`src/rtl/nes_pad_uart_tx_if.sv`:
```
// Pad and UART signal bundle for nes_pad_uart_tx.
interface nes_pad_uart_tx_if;
    logic       pad_data;
    logic       pad_latch;
    logic       pad_clk;
    logic       txd;
    logic [7:0] buttons;
    logic       tx_busy;
    logic       frame_sent;

    // Adapter side: samples the pad, drives latch/clock and the UART line
    modport master (
        input  pad_data,
        output pad_latch,
        output pad_clk,
        output txd,
        output buttons,
        output tx_busy,
        output frame_sent
    );

    // Environment side: the gamepad and the UART receiver
    modport slave (
        output pad_data,
        input  pad_latch,
        input  pad_clk,
        input  txd,
        input  buttons,
        input  tx_busy,
        input  frame_sent
    );
endinterface

```
`src/rtl/nes_pad_uart_tx.sv`:
```
// nes_pad_uart_tx: periodically reads an NES gamepad through its latch/clock/data
// shift register and sends the button byte as one 8N1 UART frame on txd.
// Optional feature macro: PAD_TX_ON_CHANGE_EN -- when defined, a read whose byte
// equals the last transmitted byte sends no frame.
module nes_pad_uart_tx #(
    parameter int unsigned CLKS_PER_BIT = 434,
    parameter int unsigned PAD_HALF     = 300,
    parameter int unsigned POLL_DIV     = 833333
) (
    input  logic              clk,
    input  logic              rst,
    nes_pad_uart_tx_if.master bus
);

    localparam int unsigned LATCH_CYC = 2 * PAD_HALF;
    localparam int unsigned CNT_MAX   = (LATCH_CYC > CLKS_PER_BIT) ? LATCH_CYC : CLKS_PER_BIT;
    localparam int unsigned CNT_W     = $clog2(CNT_MAX + 1);
    localparam int unsigned POLL_W    = (POLL_DIV > 1) ? $clog2(POLL_DIV) : 1;

    localparam logic [CNT_W-1:0]  LATCH_LAST = CNT_W'(LATCH_CYC - 1);
    localparam logic [CNT_W-1:0]  HALF_LAST  = CNT_W'(PAD_HALF - 1);
    localparam logic [CNT_W-1:0]  BIT_LAST   = CNT_W'(CLKS_PER_BIT - 1);
    // Only meaningful when CLKS_PER_BIT >= 2; every use is guarded
    localparam logic [CNT_W-1:0]  BIT_PENULT = CNT_W'(CLKS_PER_BIT - 2);
    localparam logic [POLL_W-1:0] POLL_LAST  = POLL_W'(POLL_DIV - 1);

    typedef enum logic [2:0] {
        S_IDLE,
        S_LATCH,
        S_SETTLE,
        S_CLK_HI,
        S_CLK_LO,
        S_TX_START,
        S_TX_DATA,
        S_TX_STOP
    } state_e;

    state_e             state_q,   state_d;
    logic [CNT_W-1:0]   cnt_q,     cnt_d;
    logic [2:0]         bit_q,     bit_d;
    logic [7:0]         data_q,    data_d;
    logic [7:0]         buttons_q, buttons_d;
    logic [7:0]         last_q,    last_d;
    logic [POLL_W-1:0]  poll_q,    poll_d;
    logic               pend_q,    pend_d;
    logic               latch_q,   latch_d;
    logic               pclk_q,    pclk_d;
    logic               txd_q,     txd_d;
    logic               busy_q,    busy_d;
    logic               sent_q,    sent_d;

    logic [7:0]         sample;
    logic               tx_go;

    assign bus.pad_latch  = latch_q;
    assign bus.pad_clk    = pclk_q;
    assign bus.txd        = txd_q;
    assign bus.buttons    = buttons_q;
    assign bus.tx_busy    = busy_q;
    assign bus.frame_sent = sent_q;

    // Next-state, next-output and poll-timer logic
    always_comb begin
        state_d   = state_q;
        cnt_d     = cnt_q + CNT_W'(1);
        bit_d     = bit_q;
        data_d    = data_q;
        buttons_d = buttons_q;
        last_d    = last_q;
        pend_d    = pend_q;
        latch_d   = 1'b0;
        pclk_d    = 1'b0;
        txd_d     = 1'b1;
        busy_d    = 1'b0;
        sent_d    = 1'b0;
        tx_go     = 1'b0;
        // Pad bits are active-low and arrive A first, so shift in from the top
        sample    = {~bus.pad_data, data_q[7:1]};

        if (pend_q && state_q == S_IDLE) begin
            pend_d = 1'b0;
        end

        // Free-running poll timer; a wrap while a request is pending is absorbed
        if (poll_q == POLL_LAST) begin
            poll_d = '0;
            pend_d = 1'b1;
        end else begin
            poll_d = poll_q + POLL_W'(1);
        end

        unique case (state_q)
            S_IDLE: begin
                cnt_d = '0;
                if (pend_q) begin
                    state_d = S_LATCH;
                    latch_d = 1'b1;
                end
            end

            S_LATCH: begin
                latch_d = 1'b1;
                if (cnt_q == LATCH_LAST) begin
                    latch_d = 1'b0;
                    cnt_d   = '0;
                    state_d = S_SETTLE;
                end
            end

            S_SETTLE: begin
                if (cnt_q == HALF_LAST) begin
                    data_d  = sample;
                    bit_d   = 3'd0;
                    cnt_d   = '0;
                    pclk_d  = 1'b1;
                    state_d = S_CLK_HI;
                end
            end

            S_CLK_HI: begin
                pclk_d = 1'b1;
                if (cnt_q == HALF_LAST) begin
                    pclk_d  = 1'b0;
                    cnt_d   = '0;
                    state_d = S_CLK_LO;
                end
            end

            S_CLK_LO: begin
                if (cnt_q == HALF_LAST) begin
                    data_d = sample;
                    cnt_d  = '0;
                    if (bit_q == 3'd6) begin
                        // All eight bits present: publish and decide on a frame
                        buttons_d = sample;
`ifdef PAD_TX_ON_CHANGE_EN
                        tx_go     = (sample != last_q);
`else
                        tx_go     = 1'b1;
`endif
                        if (tx_go) begin
                            last_d  = sample;
                            bit_d   = 3'd0;
                            txd_d   = 1'b0;
                            busy_d  = 1'b1;
                            state_d = S_TX_START;
                        end else begin
                            state_d = S_IDLE;
                        end
                    end else begin
                        bit_d   = bit_q + 3'd1;
                        pclk_d  = 1'b1;
                        state_d = S_CLK_HI;
                    end
                end
            end

            S_TX_START: begin
                busy_d = 1'b1;
                txd_d  = 1'b0;
                if (cnt_q == BIT_LAST) begin
                    cnt_d   = '0;
                    txd_d   = data_q[0];
                    state_d = S_TX_DATA;
                end
            end

            S_TX_DATA: begin
                busy_d = 1'b1;
                txd_d  = data_q[0];
                if (cnt_q == BIT_LAST) begin
                    cnt_d  = '0;
                    data_d = {1'b0, data_q[7:1]};
                    if (bit_q == 3'd7) begin
                        txd_d   = 1'b1;
                        state_d = S_TX_STOP;
                        if (CLKS_PER_BIT == 1) begin
                            sent_d = 1'b1;
                        end
                    end else begin
                        bit_d = bit_q + 3'd1;
                        txd_d = data_q[1];
                    end
                end
            end

            S_TX_STOP: begin
                busy_d = 1'b1;
                txd_d  = 1'b1;
                if (CLKS_PER_BIT > 1 && cnt_q == BIT_PENULT) begin
                    sent_d = 1'b1;
                end
                if (cnt_q == BIT_LAST) begin
                    cnt_d   = '0;
                    busy_d  = 1'b0;
                    state_d = S_IDLE;
                end
            end
        endcase
    end

    // State and output registers with synchronous reset
    always_ff @(posedge clk) begin
        if (rst) begin
            state_q   <= S_IDLE;
            cnt_q     <= '0;
            bit_q     <= 3'd0;
            data_q    <= 8'h00;
            buttons_q <= 8'h00;
            last_q    <= 8'h00;
            poll_q    <= '0;
            pend_q    <= 1'b0;
            latch_q   <= 1'b0;
            pclk_q    <= 1'b0;
            txd_q     <= 1'b1;
            busy_q    <= 1'b0;
            sent_q    <= 1'b0;
        end else begin
            state_q   <= state_d;
            cnt_q     <= cnt_d;
            bit_q     <= bit_d;
            data_q    <= data_d;
            buttons_q <= buttons_d;
            last_q    <= last_d;
            poll_q    <= poll_d;
            pend_q    <= pend_d;
            latch_q   <= latch_d;
            pclk_q    <= pclk_d;
            txd_q     <= txd_d;
            busy_q    <= busy_d;
            sent_q    <= sent_d;
        end
    end

endmodule
```
`src/flat_wrapper.sv`:
```
// flat-port wrapper written by rule: the top's interface ports become plain ports
module nes_pad_uart_tx_flat 
#(
    parameter int unsigned CLKS_PER_BIT = 434,
    parameter int unsigned PAD_HALF     = 300,
    parameter int unsigned POLL_DIV     = 833333
)
  (clk, rst, bus_pad_data, bus_pad_latch, bus_pad_clk, bus_txd, bus_buttons, bus_tx_busy, bus_frame_sent);
  nes_pad_uart_tx_if bus_i ();
  input  logic clk;
  input  logic rst;
  input wire logic [$bits(bus_i.pad_data)-1:0] bus_pad_data;
  output wire logic [$bits(bus_i.pad_latch)-1:0] bus_pad_latch;
  output wire logic [$bits(bus_i.pad_clk)-1:0] bus_pad_clk;
  output wire logic [$bits(bus_i.txd)-1:0] bus_txd;
  output wire logic [$bits(bus_i.buttons)-1:0] bus_buttons;
  output wire logic [$bits(bus_i.tx_busy)-1:0] bus_tx_busy;
  output wire logic [$bits(bus_i.frame_sent)-1:0] bus_frame_sent;
  assign bus_i.pad_data = bus_pad_data;
  assign bus_pad_latch = bus_i.pad_latch;
  assign bus_pad_clk = bus_i.pad_clk;
  assign bus_txd = bus_i.txd;
  assign bus_buttons = bus_i.buttons;
  assign bus_tx_busy = bus_i.tx_busy;
  assign bus_frame_sent = bus_i.frame_sent;
  nes_pad_uart_tx #(.CLKS_PER_BIT(CLKS_PER_BIT), .PAD_HALF(PAD_HALF), .POLL_DIV(POLL_DIV)) u_core (.clk(clk), .rst(rst), .bus(bus_i));
endmodule
```
`config.mk`:
```
export PLATFORM = sky130hd
export DESIGN_NAME = nes_pad_uart_tx_flat
export DESIGN_NICKNAME = d
export VERILOG_FILES = /design/src/rtl/nes_pad_uart_tx_if.sv /design/src/rtl/nes_pad_uart_tx.sv /design/src/flat_wrapper.sv
export SDC_FILE = /design/constraint.sdc
export NUM_CORES = 1
export LEC_CHECK = 0
export ABC_AREA = 1
export BUFFER_PORTS_ARGS = -buffer_cell sky130_fd_sc_hd__buf_2
export CORE_ASPECT_RATIO = 0.7
export CORE_MARGIN = 8
export CORE_UTILIZATION = 30
export CTS_BUF_LIST = sky130_fd_sc_hd__clkbuf_16
export DETAILED_ROUTE_END_ITERATION = 16
export MAX_ROUTING_LAYER = met4
export PLACE_DENSITY = 0.53
export SETUP_SLACK_MARGIN = 0.3
export SKIP_CTS_REPAIR_TIMING = 1
export SYNTH_ARGS = -nofsm -noshare
export SYNTH_HDL_FRONTEND = slang
export SYNTH_SLANG_ARGS = --single-unit
```
`constraint.sdc`:
```
create_clock -name clk -period 2.7 [get_ports clk]
set_input_delay 0.27 -clock clk [delete_from_list [all_inputs] [get_ports clk]]
set_output_delay 0.27 -clock clk [all_outputs]
set_load 0.03 [all_outputs]
```
* Yosys cells after proc, flatten, opt, wreduce, memory -nomap -nowiden
Cells that the tools add are included.
Word-level totals: register bits 58, input port bits 3, output and inout bits 13, word-level logic and storage cells 101
Cells by class: $add $sub $neg 3, equality and inequality tests 25, multiplexer cells 44, bitwise operators 2, reductions and logical operators 15
Operators by type and width (number):
- 3-bit 2-to-1 mux | 15
- 10-bit one-hot mux with 4 select lines | 1
- 10-bit by 9-bit == test with 1-bit output, second input constant | 3
- 10-bit 2-to-1 mux | 3
- 3-bit one-hot mux with 8 select lines | 1
- 20-bit by 1-bit adder with 20-bit output, second input constant | 1
- 20-bit == test, second input constant | 1
- 2-bit by 1-bit != test with 1-bit output, second input constant | 10
- 3-bit == test, second input constant | 6
- 1-bit 2-to-1 mux | 16
- 8-bit 2-to-1 mux | 2
- 8-bit one-hot mux with 2 select lines | 1
- 10-bit by 1-bit adder with 10-bit output, second input constant | 1
- 10-bit == test, second input constant | 1
- 1-bit one-hot mux with 3 select lines | 3
- 3-bit one-hot mux with 3 select lines | 1
- 9-bit AND reduction | 1
- 2-bit OR reduction | 4
- 3-bit by 2-bit == test with 1-bit output, second input constant | 2
- 3-bit AND reduction | 2
- 3-bit OR reduction | 2
- 5-bit AND reduction | 1
- 2-bit nonzero test | 2
- 3-bit by 1-bit adder with 3-bit output, second input constant | 1
- 7 further kinds | 8

* Longest topological paths before layout
Gate-level depths: netlist (run 1).
depth after elaboration 4, gate-level depth with buffers 11, gate-level depth less buffers 11

* Worst setup path after synthesis (run 1)
OpenSTA, ideal clock, no wires.
path type reg-to-reg, start point register u_core.cnt_q[0], end point register u_core.data_q[0], setup time 0.118 ns, arrival time 1.363 ns, required time 2.582 ns, setup slack 1.219 ns, cell stages (with the launch flop) 10, path buffers 1, clock period less this slack 1.481 ns, path through dfxtp_1 > ha_1 > nand2_1 > nor2_1 > nand3_2 > nor2_4 > nor2_4 > buf_6 > o21ai_1 > nor2_1
Between the ends: longest elaborated chain between the ends 3, elaborated cells on any way between the ends 5, classes of those cells 4 x eq/ne; 1 x reduce/logical
Ends and longest elaborated chain:
- from (decl) | line nes_pad_uart_tx.sv:39 | logic [CNT_W-1:0] cnt_q, cnt_d;
- from (signal assigned) | line nes_pad_uart_tx.sv:220 | cnt_q <= cnt_d;
- 10-bit by 9-bit == test with 1-bit output, on equally long branches | line nes_pad_uart_tx.sv:111, nes_pad_uart_tx.sv:130, nes_pad_uart_tx.sv:171
- 2-bit by 1-bit != test with 1-bit output (no source line)
- 3-bit AND reduction (no source line) *
- to (signal assigned) | line nes_pad_uart_tx.sv:222 | data_q <= data_d;
- to (decl) | line nes_pad_uart_tx.sv:41 | logic [7:0] data_q, data_d;
Every way passes the cells marked *; elsewhere a longest branch is shown, timed or not. A chain may end at the register's enable or synchronous reset.

* Final worst setup path (run 1)
start point register u_core.cnt_q[0], end point register u_core.cnt_q[3]
Between the ends: longest elaborated chain between the ends 3, elaborated cells on any way between the ends 8, classes of those cells 1 x add/sub; 3 x eq/ne; 4 x mux
Ends and longest elaborated chain:
- 10-bit by 1-bit adder with 10-bit output, or another cell as far along | line nes_pad_uart_tx.sv:65 | cnt_d = cnt_q + CNT_W'(1);
- 10-bit 2-to-1 mux, on equally long branches
- 10-bit one-hot mux with 4 select lines * | line nes_pad_uart_tx.sv:92 | unique case (state_q)
Marks and branches as above.

==> out/metrics.csv, run 1 <==
stage,metric,value,unit
outcome,outcome,"finished, final reports clean",
sta,max_slew headroom,0.584,
yosys,Synth Area in Adders,0.0339,
yosys,Post-synth top cells,"nand2_1 (73), dfxtp_1 (58), nor2_1 (58), inv_1 (45), a21oi_1 (26)",
route,First-pass DRT Iterations,4,
final_layout,Nets,427,
clock_network,clk root buf,clkbuf_16,
clock_network,H-tree levels,3,
route,DR vias,2423,
die,die width,135,um
grt,Overall Global Routing Usage,0.104,
power_and_ir_drop,net switching power,0.000860,W
yosys,synth top area cells,"dfxtp_1 (39%), nand2_1 (9.3%), nor2_1 (7.4%), inv_1 (5.7%), a21oi_1 (4.4%)",
setup_path,r2r setup slk,0.95,ns
grt,initial antenna violation count,0,
grt,vias in the first global route,2292,
setup_path,Worst Setup End Kind,flip-flop,
yosys,YS warnings,0,
sta,period utilization,0.648,
grt,GRT overflow,0,
power_and_ir_drop,VDD IR max,0.395,mV
clock_network,worst-skew pair later-pin latency,0.32,ns
final_layout,Area Growth Syn to Fin,15.3,%
placement,IO Port Bufs,15,
route,drc violations,0,
yosys,top-count cell post-synth,nand2_1,
sta,final hold vios,0,
final_layout,post-layout utilization of the core,0.353,
sta,Final Max Tran Viols,0,
final_layout,n_diodes,0,
yosys,Synth Area in Simple Gates,0.336,
setup_path,Worst Setup EP,u_core.cnt_q[3],
setup_path,Crit. Startpoint,u_core.cnt_q[0],
setup_path,reg2reg end,u_core.cnt_q[3],
die,die height,99.0,um
sta,min Tclk post-route,1.75,ns
yosys,"Seq/Total Area, Yosys",0.393,
route,Post-Route WL,6200,um
yosys,Compound-Gate Fraction of Synth Area,0.112,
yosys,Async SR Flop Fraction,0,
yosys,top cell type's share of synthesized area,0.393,
die,Core Box Area,0.00965,mm2
placement,Final Wtd Congestion,0.805,
placement,dpl hpwl,4550,um
setup_path,CP Class,flip-flop to flip-flop,
clock_network,clk slew on worst S/H paths,0.05,ns
die,Site Rows,30,
yosys,Syn Inst Count,394,
final_layout,fill cell count,1012,
sta,RSZ-0062 raised after global routing,no,
sta,final hold slack,0.148,ns
power_and_ir_drop,Net Sw Frac,0.332,
power_and_ir_drop,Pint,0.00173,W
setup_path,Worst EP required,2.89,ns
power_and_ir_drop,clock share of power,0.371,
setup_path,R2R depth,8,
grt,first-pass GRT wire length,10900,um
yosys,Avg Inst Size Synth,7.49,um2
clock_network,CTS sink cnt,58,
setup_path,"Data arrival, critical path",1.94,ns
clock_network,CTS tree,done,
power_and_ir_drop,Flop pwr share,0.382,
sta,clock skew,0.00406,ns
yosys,Synth Flop Type,dfxtp_1,
yosys,Syn Nets,405,
setup_path,R2R Path Start,u_core.cnt_q[0],
yosys,Synth Area in XOR/XNOR,0.0386,
route,Initial DRC Count,86,
power_and_ir_drop,Logic pwr share,0.247,
die,I/O Pins,16,
sta,total negative slack,0,ns
yosys,"Cell Area, Synth",0.00295,mm2
yosys,Netlist cell types,35,
yosys,largest family of logic cells by synthesized area,simple AND/OR/NAND/NOR gates,
yosys,Yosys top cell by area,dfxtp_1,
yosys,number of synthesized flops with an enable pin,0,
route,wire per inst,11.3,um
power_and_ir_drop,Pleak,1.35,nW
route,vias per std cell,4.42,
clock_network,CTS Buf Count,9,
sta,Max Freq,571,MHz
worst_hold_path,Worst Hold Class,input pin to flip-flop,
final_layout,final instance area,0.00340,mm2
sta,Setup Viol. Count Final,0,
power_and_ir_drop,pwr dens,762,mW/mm2
final_layout,share of cells above drive strength 1,0.183,
yosys,mux cell area share after synthesis,0,
route,Routed Antenna Nets,0,
setup_path,crit-path max FO,10,
placement,placed cell area,0.00315,mm2
die,Initial Util,0.306,
clock_network,clk buf depth,2,
grt,pin count of the biggest net entering global routing,20,
sta,worst slew pin tran,0.624,ns
setup_path,Startpoint Class,flip-flop,
die,die area,0.0133,mm2
yosys,"FF+latch count, synth",58,
flow_run,maxcap violations,0,
worst min-delay path by stage:
stage	startpoint	to	slack, ns	cells after the start
global placement	u_core.data_q[4]	u_core.bus.buttons[3]	0.46	2
global route	bus_pad_data	u_core.bus.buttons[7]	0.16	2
floorplan	rst	u_core.data_q[7]	0.33	1
finish	bus_pad_data	u_core.bus.buttons[7]	0.15	2
CTS	bus_pad_data	u_core.bus.buttons[7]	0.14	2
detailed placement	u_core.data_q[5]	u_core.data_q[5]	0.46	2
worst max-delay path: stages (launching register included):
cell and delay (ns):
dfxtp_1 0.40, ha_1 0.22, nand2_1 0.07, nor2_1 0.12
nand3_2 0.19, nand3b_1 0.14, nand3_1 0.09, nand2_1 0.29
nor3_1 0.09
sequential cells by signal, summed over array words and instances (netlist names):
register,cells
u_core.poll_q,20
u_core.cnt_q,10
u_core.bus.buttons,8
u_core.data_q,8
u_core.bit_q,3
u_core.state_q,3
u_core.bus.frame_sent,1
u_core.bus.pad_clk,1
u_core.bus.pad_latch,1
u_core.bus.tx_busy,1
u_core.bus.txd,1
u_core.pend_q,1
power groups by stage:
| stage | registers [W] | clock network (W) | logic [W] |
|---|---|---|---|
| 2_1_floorplan | 0.00100 | 0 | 0.000522 |
| 3_3_place_gp | 0.00101 | 0 | 0.000637 |
| 3_5_place_dp | 0.00101 | 0 | 0.000635 |
| 4_1_cts | 0.000989 | 0.000994 | 0.000642 |
| 5_1_grt | 0.000998 | 0.00103 | 0.000747 |
| 6_report | 0.000990 | 0.000962 | 0.000641 |
placed cells by master, fill, tap and decap left out, types with 5 or more instances in the layout:
master / netlist / routed
nor2_4: 11 / 11
nor2_1: 58 / 58
dfxtp_1: 58 / 58
buf_2: 1 / 15
nor3_1: 12 / 12
nand3_1: 11 / 11
inv_2: 10 / 10
clkbuf_16: 0 / 9
clkinv_2: 1 / 5
xor2_1: 9 / 9
nand4_1: 7 / 7
ha_1: 8 / 8
nand2_2: 8 / 8
inv_1: 45 / 47
nand2_1: 73 / 73
a21oi_1: 26 / 26
o21ai_0: 17 / 17
per-stage QoR:
step,std cells,setup WS [ns],power [W]
floorplan,394,1.22,0.00152
global placement,533,1.04,0.00164
detailed placement,533,0.972,0.00164
CTS,548,0.940,0.00263
global route,548,0.776,0.00278
finish,548,0.949,0.00259
cell type report:
| class | count | area [um2] | share of cell area |
|---|---|---|---|
| clock inverter | 6 | 27.5 | 0.00809 |
| inverter | 56 | 211 | 0.0621 |
| multi-input combinational | 275 | 1540 | 0.451 |
| tap | 128 | 160 | 0.0470 |
| clock buffer | 9 | 225 | 0.0662 |
| timing repair buffer | 16 | 82.6 | 0.0243 |
| sequential | 58 | 1160 | 0.341 |
kinds of logic (layout without fill, tap and decap cells):
kind of cell	after synthesis	in the layout
simple gates	196	196
flops	58	58
fa+ha+maj	8	8
xor+xnor	13	13
buf+inv	61	87
compound gates	58	58
per-layer routing:
metal / wire length (um) / vias up / part of all wire / track usage
li1: - / 1301 / - / -
met1: 3360 / 1082 / 0.54 / 0.131
met2: 2550 / 35 / 0.41 / 0.153
met3: 214 / 5 / 0.035 / 0.0310
met4: 68 / 0 / 0.011 / 0.0387
met5: 0 / - / 0 / -
No activity file was read; power rests on OpenSTA's default activity.
==> run 2, diff against run 1 <==
- PLACE_DENSITY: 0.53 -> 0.55
- clock period: 2.7 -> 1.41 ns (I/O delays scaled with it)
==> out/metrics.csv, run 2 (same netlist as run 1, synthesis figures left out) <==
stage,metric,value,unit,change
outcome,outcome,"complete, but fails checks",,
outcome,violated checks,setup timing,,
sta,clock skew,0.00572,ns,+0.00167 ns
setup_path,reg2reg end,u_core.data_q[6],,
final_layout,"commonest cells after routing, fill and taps aside","nand2_1 (53), buf_4 (46), inv_1 (42)",,
die,die height,99.0,um,unchanged
grt,GR Layer Usage met2,0.144,,-0.00920
setup_path,Most Frequent Cell on Critical Path,nor2_4,,
power_and_ir_drop,pwr dens,1320,mW/mm2,+74%
setup_path,"Data arrival, critical path",1.69,ns,-0.25 ns
setup_path,Crit path largest cell delay,0.35,ns,-0.05 ns
setup_path,Worst Setup End Kind,flip-flop,,
final_layout,Area Growth Syn to Fin,56.2,%,
route,Initial DRC Count,122,,+42%
placement,IO Port Bufs,15,,unchanged
grt,gr busiest metal,met2,,
power_and_ir_drop,Pleak,1.84,nW,+36%
final_layout,"Most flops, register",u_core.poll_q,,
die,Initial Util,0.306,,unchanged
setup_path,R2R depth,9,,+1
final_layout,post-layout utilization of the core,0.478,,+0.125
clock_network,H-tree levels,3,,unchanged
route,First-pass DRT Iterations,4,,unchanged
sta,period utilization,1.04,,+0.396
setup_path,CP top delay family,simple AND/OR/NAND/NOR gates,,
final_layout,post-route insts no fill,615,,+12%
route,Routed Antenna Nets,0,,unchanged
grt,pin count of the biggest net entering global routing,20,,unchanged
final_layout,number of flip-flops in the largest register,20,,unchanged
worst_hold_path,Worst Hold Class,input pin to flip-flop,,
grt,Overall Global Routing Usage,0.111,,+0.00657
grt,grt met3 use,0.0473,,+0.0163
clock_network,CTS tree,done,,
setup_path,R2R Path Start,u_core.cnt_q[1],,
sta,final worst slack,-0.0624,ns,-1.01 ns
placement,DP Cell Count,567,,+6.4%
setup_path,Startpoint Class,flip-flop,,
worst_hold_path,Hold Path Origin,bus_pad_data,,
grt,vias in the first global route,2460,,+7.3%
sta,min Tclk post-route,1.47,ns,-0.278 ns
route,vias per std cell,4.51,,+2.0%
sta,RSZ-0062 raised after global routing,yes,,
grt,first-pass GRT wire length,11500,um,+5.2%
setup_path,CP cell instances,ha_4 > nand2_4 > nor2_4 > nand3_4 > nor2_4 > nor2_4 > buf_6 > o21ai_4 > a21oi_2,,
clock_network,CTS Buf Count,9,,unchanged
power_and_ir_drop,final total power,0.00611,W,+140%
placement,dpl hpwl,4910,um,+7.8%
die,die area,0.0133,mm2,unchanged
final_layout,share of cells above drive strength 1,0.524,,+0.340
worst_hold_path,Hold Path Depth,2,,unchanged
die,Site Rows,30,,unchanged
final_layout,Nets,494,,+16%
final_layout,Regs by FF count,"u_core.poll_q (20), u_core.cnt_q (10)",,
grt,GRT overflow,0,,unchanged
clock_network,clk root buf,clkbuf_16,,
setup_path,crit-path max FO,6,,-4
die,Core Box Area,0.00965,mm2,unchanged
worst_hold_path,Hold Path End,u_core.bus.buttons[7],,
grt,M1 GR Usage,0.142,,+0.0106
sta,Final Max Tran Viols,0,,unchanged
grt,initial antenna violation count,0,,unchanged
setup_path,Worst EP required,1.63,ns,-1.26 ns
power_and_ir_drop,VDD IR max,0.610,mV,+54%
setup_path,Crit path depth,9,,+1
flow_run,maxcap violations,0,,unchanged
route,Post-Route WL,7630,um,+23%
sta,worst slew pin tran,0.500,ns,-0.124 ns
setup_path,r2r setup slk,-0.06,ns,-1.01 ns
clock_network,worst-skew pair later-pin latency,0.33,ns,about the same
setup_path,Buf/Inv on CP,1,,+1
clock_network,CTS sink cnt,58,,unchanged
setup_path,CP Class,flip-flop to flip-flop,,
clock_network,clk slew on worst S/H paths,0.05,ns,about the same
placement,Final Wtd Congestion,0.830,,+3.1%
final_layout,"most common cell after layout, fill and taps aside",nand2_1,,
route,drc violations,0,,unchanged
die,I/O Pins,16,,unchanged
final_layout,n_diodes,0,,unchanged
route,wire per inst,12.4,um,+9.7%
clock_network,clk buf depth,2,,unchanged
sta,Max Freq,679,MHz,+19%
route,DR vias,2773,,+14%
die,die width,135,um,unchanged
placement,pre-CTS setup slack,-0.123,ns,-1.10 ns
setup_path,CP max stage cell,dfxtp_2,,
sta,final hold vios,0,,unchanged
sta,Setup Viol. Count Final,24,,+24
sta,max_slew headroom,0.666,,+0.0823
## run 2: cell types whose count changed in the layout (fill, tap and decap cells not counted), moves of 10 or more
cell,delta
dfxtp_4,+10
dfxtp_2,+12
nor2_1,-19
dfxtp_1,-22
nand2_1,-20
buf_4,+45
o21ai_0,-14
nor2_2,+15
nand2_2,+11
buf_6,+14
a21oi_2,+15
a21oi_1,-15
## run 2: metrics by stage
step           instance area, um2  hold WS [ns]  TNS [ns]
2_1_floorplan                3080         0.203   -0.0742
3_3_place_gp                 3530         0.363     -2.00
3_5_place_dp                 3530         0.378     -2.69
4_1_cts                      3830        0.0333     -3.13
5_1_grt                      4610        0.0351     -3.08
6_report                     4610        0.0423    -0.599
## run 2: worst max-delay path by stage
stage                                        to  slack, ns       startpoint
after CTS                 u_core.bus.buttons[4]      -0.14  u_core.cnt_q[0]
after global placement    u_core.bus.buttons[3]      -0.11  u_core.cnt_q[0]
final                          u_core.data_q[6]      -0.06  u_core.cnt_q[1]
after detailed placement  u_core.bus.buttons[4]      -0.12  u_core.cnt_q[0]
after global routing          u_core.state_q[2]      -0.13  u_core.bit_q[0]
after floorplan                u_core.data_q[0]      -0.02  u_core.cnt_q[0]
## run 2: report_power, final
part	leakage (nW)	switching (W)	internal [W]	total, W
Sequential	0.482	0.000126	0.00175	0.00188
Clock	0.151	0.000705	0.00143	0.00214
Combinational	1.20	0.00128	0.000811	0.00209
Total	1.84	0.00211	0.00400	0.00611
## run 2: worst reg2reg max path: stages (launching register included)
cell and delay, ns:
dfxtp_2 0.35, ha_4 0.16, nand2_4 0.05, nor2_4 0.10
nand3_4 0.15, nor2_4 0.17, nor2_4 0.09, buf_6 0.13
o21ai_4 0.13, a21oi_2 0.04
## run 2: area by class of cell
cell class	instances	area, um2
fill	907	5040
timing repair buffer	78	643
sequential	58	1210
inverter	56	224
clock inverter	5	45.0
multi-input combinational	280	2070
clock buffer	10	250
tap	128	160
## run 2: per-layer routing
metal  vias to the layer above  wire length, um  share of wire
met5                         -                0              0
met4                         0              129          0.017
met3                        12              373          0.049
met2                        36             3360           0.44
li1                       1456                -              -
met1                      1269             3770           0.49
==> run 3, diff against run 2 <==
- BUFFER_PORTS_ARGS: -buffer_cell sky130_fd_sc_hd__buf_2 -> unset
- DONT_BUFFER_PORTS: unset -> 1
- PLACE_DENSITY: 0.55 -> 0.53
==> out/metrics.csv, run 3 (same netlist as run 1, synthesis figures left out) <==
stage,metric,value,unit,change
outcome,outcome,"complete, but fails checks",,
outcome,violated checks,"hold timing, setup timing",,
setup_path,Worst Setup End Kind,flip-flop,,
sta,Max Freq,660,MHz,-2.9%
sta,clock skew,0.00550,ns,-0.000228 ns
power_and_ir_drop,Logic pwr share,0.335,,-0.007
sta,Final Max Tran Viols,0,,unchanged
grt,Overall Global Routing Usage,0.108,,-0.00206
clock_network,worst-skew pair later-pin latency,0.33,ns,about the same
worst_hold_path,Hold Path End,u_core.data_q[7],,
die,die width,135,um,unchanged
worst_hold_path,Hold Path Depth,1,,-1
setup_path,Startpoint Class,flip-flop,,
final_layout,fill cell count,963,,+6.2%
final_layout,Nets,460,,-6.9%
route,Initial DRC Count,157,,+29%
final_layout,share of cells above drive strength 1,0.423,,-0.101
setup_path,reg2reg end,u_core.state_q[0],,
die,die height,99.0,um,unchanged
sta,final hold vios,5,,+5
final_layout,Area Growth Syn to Fin,40.1,%,
final_layout,"commonest cells after routing, fill and taps aside","nand2_1 (55), nor2_1 (48), inv_1 (45)",,
sta,max_slew headroom,0.752,,+0.0854
die,die area,0.0133,mm2,unchanged
setup_path,"Data arrival, critical path",1.73,ns,+0.04 ns
sta,total negative slack,-0.678,ns,-0.0798 ns
sta,worst slew pin tran,0.372,ns,-0.127 ns
clock_network,CTS tree,done,,
power_and_ir_drop,pwr dens,1370,mW/mm2,+3.6%
setup_path,R2R depth,10,,+1
setup_path,CP Class,flip-flop to flip-flop,,
route,wire per inst,12.4,um,+0.27%
sta,final hold slack,-0.127,ns,-0.170 ns
grt,pin count of the biggest net entering global routing,20,,unchanged
placement,IO Port Bufs,0,,-15
final_layout,"Most flops, register",u_core.poll_q,,
clock_network,CTS Buf Count,9,,unchanged
sta,Setup Viol. Count Final,17,,-29%
power_and_ir_drop,Pleak,1.63,nW,-11%
clock_network,H-tree levels,3,,unchanged
sta,period utilization,1.08,,+0.0310
final_layout,"most common cell after layout, fill and taps aside",nand2_1,,
grt,first-pass GRT wire length,11200,um,-2.0%
sta,min Tclk post-route,1.52,ns,+0.0437 ns
die,Site Rows,30,,unchanged
setup_path,r2r setup slk,-0.11,ns,-0.04 ns
final_layout,n_diodes,0,,unchanged
worst_hold_path,Hold Path Origin,rst,,
power_and_ir_drop,net switching power,0.00204,W,-3.1%
route,Post-Route WL,7240,um,-5.1%
route,First-pass DRT Iterations,4,,unchanged
placement,pre-CTS setup slack,-0.123,ns,+0.000160 ns
flow_run,maxcap violations,0,,unchanged
sta,final worst slack,-0.106,ns,-0.0437 ns
grt,vias in the first global route,2282,,-7.2%
power_and_ir_drop,Flop pwr share,0.337,,+0.029
route,drc violations,0,,unchanged
power_and_ir_drop,Net Sw Frac,0.360,,+0.0147
route,Routed Antenna Nets,0,,unchanged
clock_network,CTS sink cnt,58,,unchanged
placement,Final Wtd Congestion,0.816,,-1.7%
power_and_ir_drop,Pint,0.00363,W,-9.1%
route,DR vias,2642,,-4.7%
sta,RSZ-0062 raised after global routing,yes,,
placement,dpl hpwl,4970,um,+1.2%
final_layout,Regs by FF count,"u_core.poll_q (20), u_core.cnt_q (10)",,
die,I/O Pins,16,,unchanged
final_layout,number of flip-flops in the largest register,20,,unchanged
clock_network,clk buf depth,2,,unchanged
setup_path,R2R Path Start,u_core.cnt_q[1],,
die,Core Box Area,0.00965,mm2,unchanged
clock_network,clk slew on worst S/H paths,0.05,ns,about the same
grt,initial antenna violation count,0,,unchanged
clock_network,clk root buf,clkbuf_16,,
worst_hold_path,Worst Hold Class,input pin to flip-flop,,
power_and_ir_drop,clock share of power,0.328,,-0.022
power_and_ir_drop,VDD IR max,0.805,mV,+32%
route,vias per std cell,4.54,,+0.68%
grt,GRT overflow,0,,unchanged
die,Initial Util,0.306,,unchanged
setup_path,crit-path max FO,6,,unchanged
setup_path,Worst EP required,1.63,ns,about the same
-- run 3: through the flow --
stage	std cells	total power (W)	cell area, um2	utilization
global placement	555	0.00345	3490	0.362
floorplan	394	0.00301	3080	-
CTS	571	0.00536	3740	0.388
finish	582	0.00568	4130	0.429
detailed placement	555	0.00346	3490	0.362
global route	582	0.00602	4130	0.429
-- run 3: power groups by stage --
stage	Combinational [W]	Clock, W	Sequential [W]
final	0.00190	0.00186	0.00191
after global routing	0.00208	0.00201	0.00193
after CTS	0.00155	0.00191	0.00190
after detailed placement	0.00153	0	0.00193
after global placement	0.00153	0	0.00193
after floorplan	0.00108	0	0.00193
-- run 3: worst max-delay path by stage --
stage                         start           endpoint  slack, ns  cells past startpoint
floorplan           u_core.cnt_q[0]   u_core.data_q[0]      -0.02                      9
global placement    u_core.cnt_q[0]   u_core.data_q[1]      -0.11                      7
detailed placement  u_core.cnt_q[1]  u_core.state_q[1]      -0.12                     10
CTS                 u_core.cnt_q[1]  u_core.state_q[1]      -0.14                     10
global route        u_core.cnt_q[1]  u_core.state_q[0]      -0.21                     10
finish              u_core.cnt_q[1]  u_core.state_q[0]      -0.11                     10
-- run 3: critical path, cell delays in order, from the launching register on --
cell	delay, ns
dfxtp_4	0.36
ha_4	0.16
nand2_4	0.05
nor2_4	0.10
nand3_4	0.14
nand2_2	0.12
nand2_2	0.07
nor2_4	0.20
nand3_2	0.10
nand2_1	0.06
nor2_1	0.04
-- run 3: layout make-up --
class | instances | area (um2) | area share
well taps | 128 | 160 | 0.0387
flip-flops and latches | 58 | 1210 | 0.292
repair buffers | 48 | 439 | 0.106
multi-input cells | 276 | 1860 | 0.449
inverters | 56 | 218 | 0.0527
clock inverters | 7 | 28.8 | 0.00696
clock buffers | 9 | 225 | 0.0545
-- run 3: per-layer routing --
metal / vias up / wire (um) / global-route usage
met5: - / 0 / -
met1: 1218 / 3720 / 0.147
li1: 1375 / - / -
met2: 39 / 3090 / 0.140
met4: 0 / 102 / 0.0439
met3: 10 / 325 / 0.0401
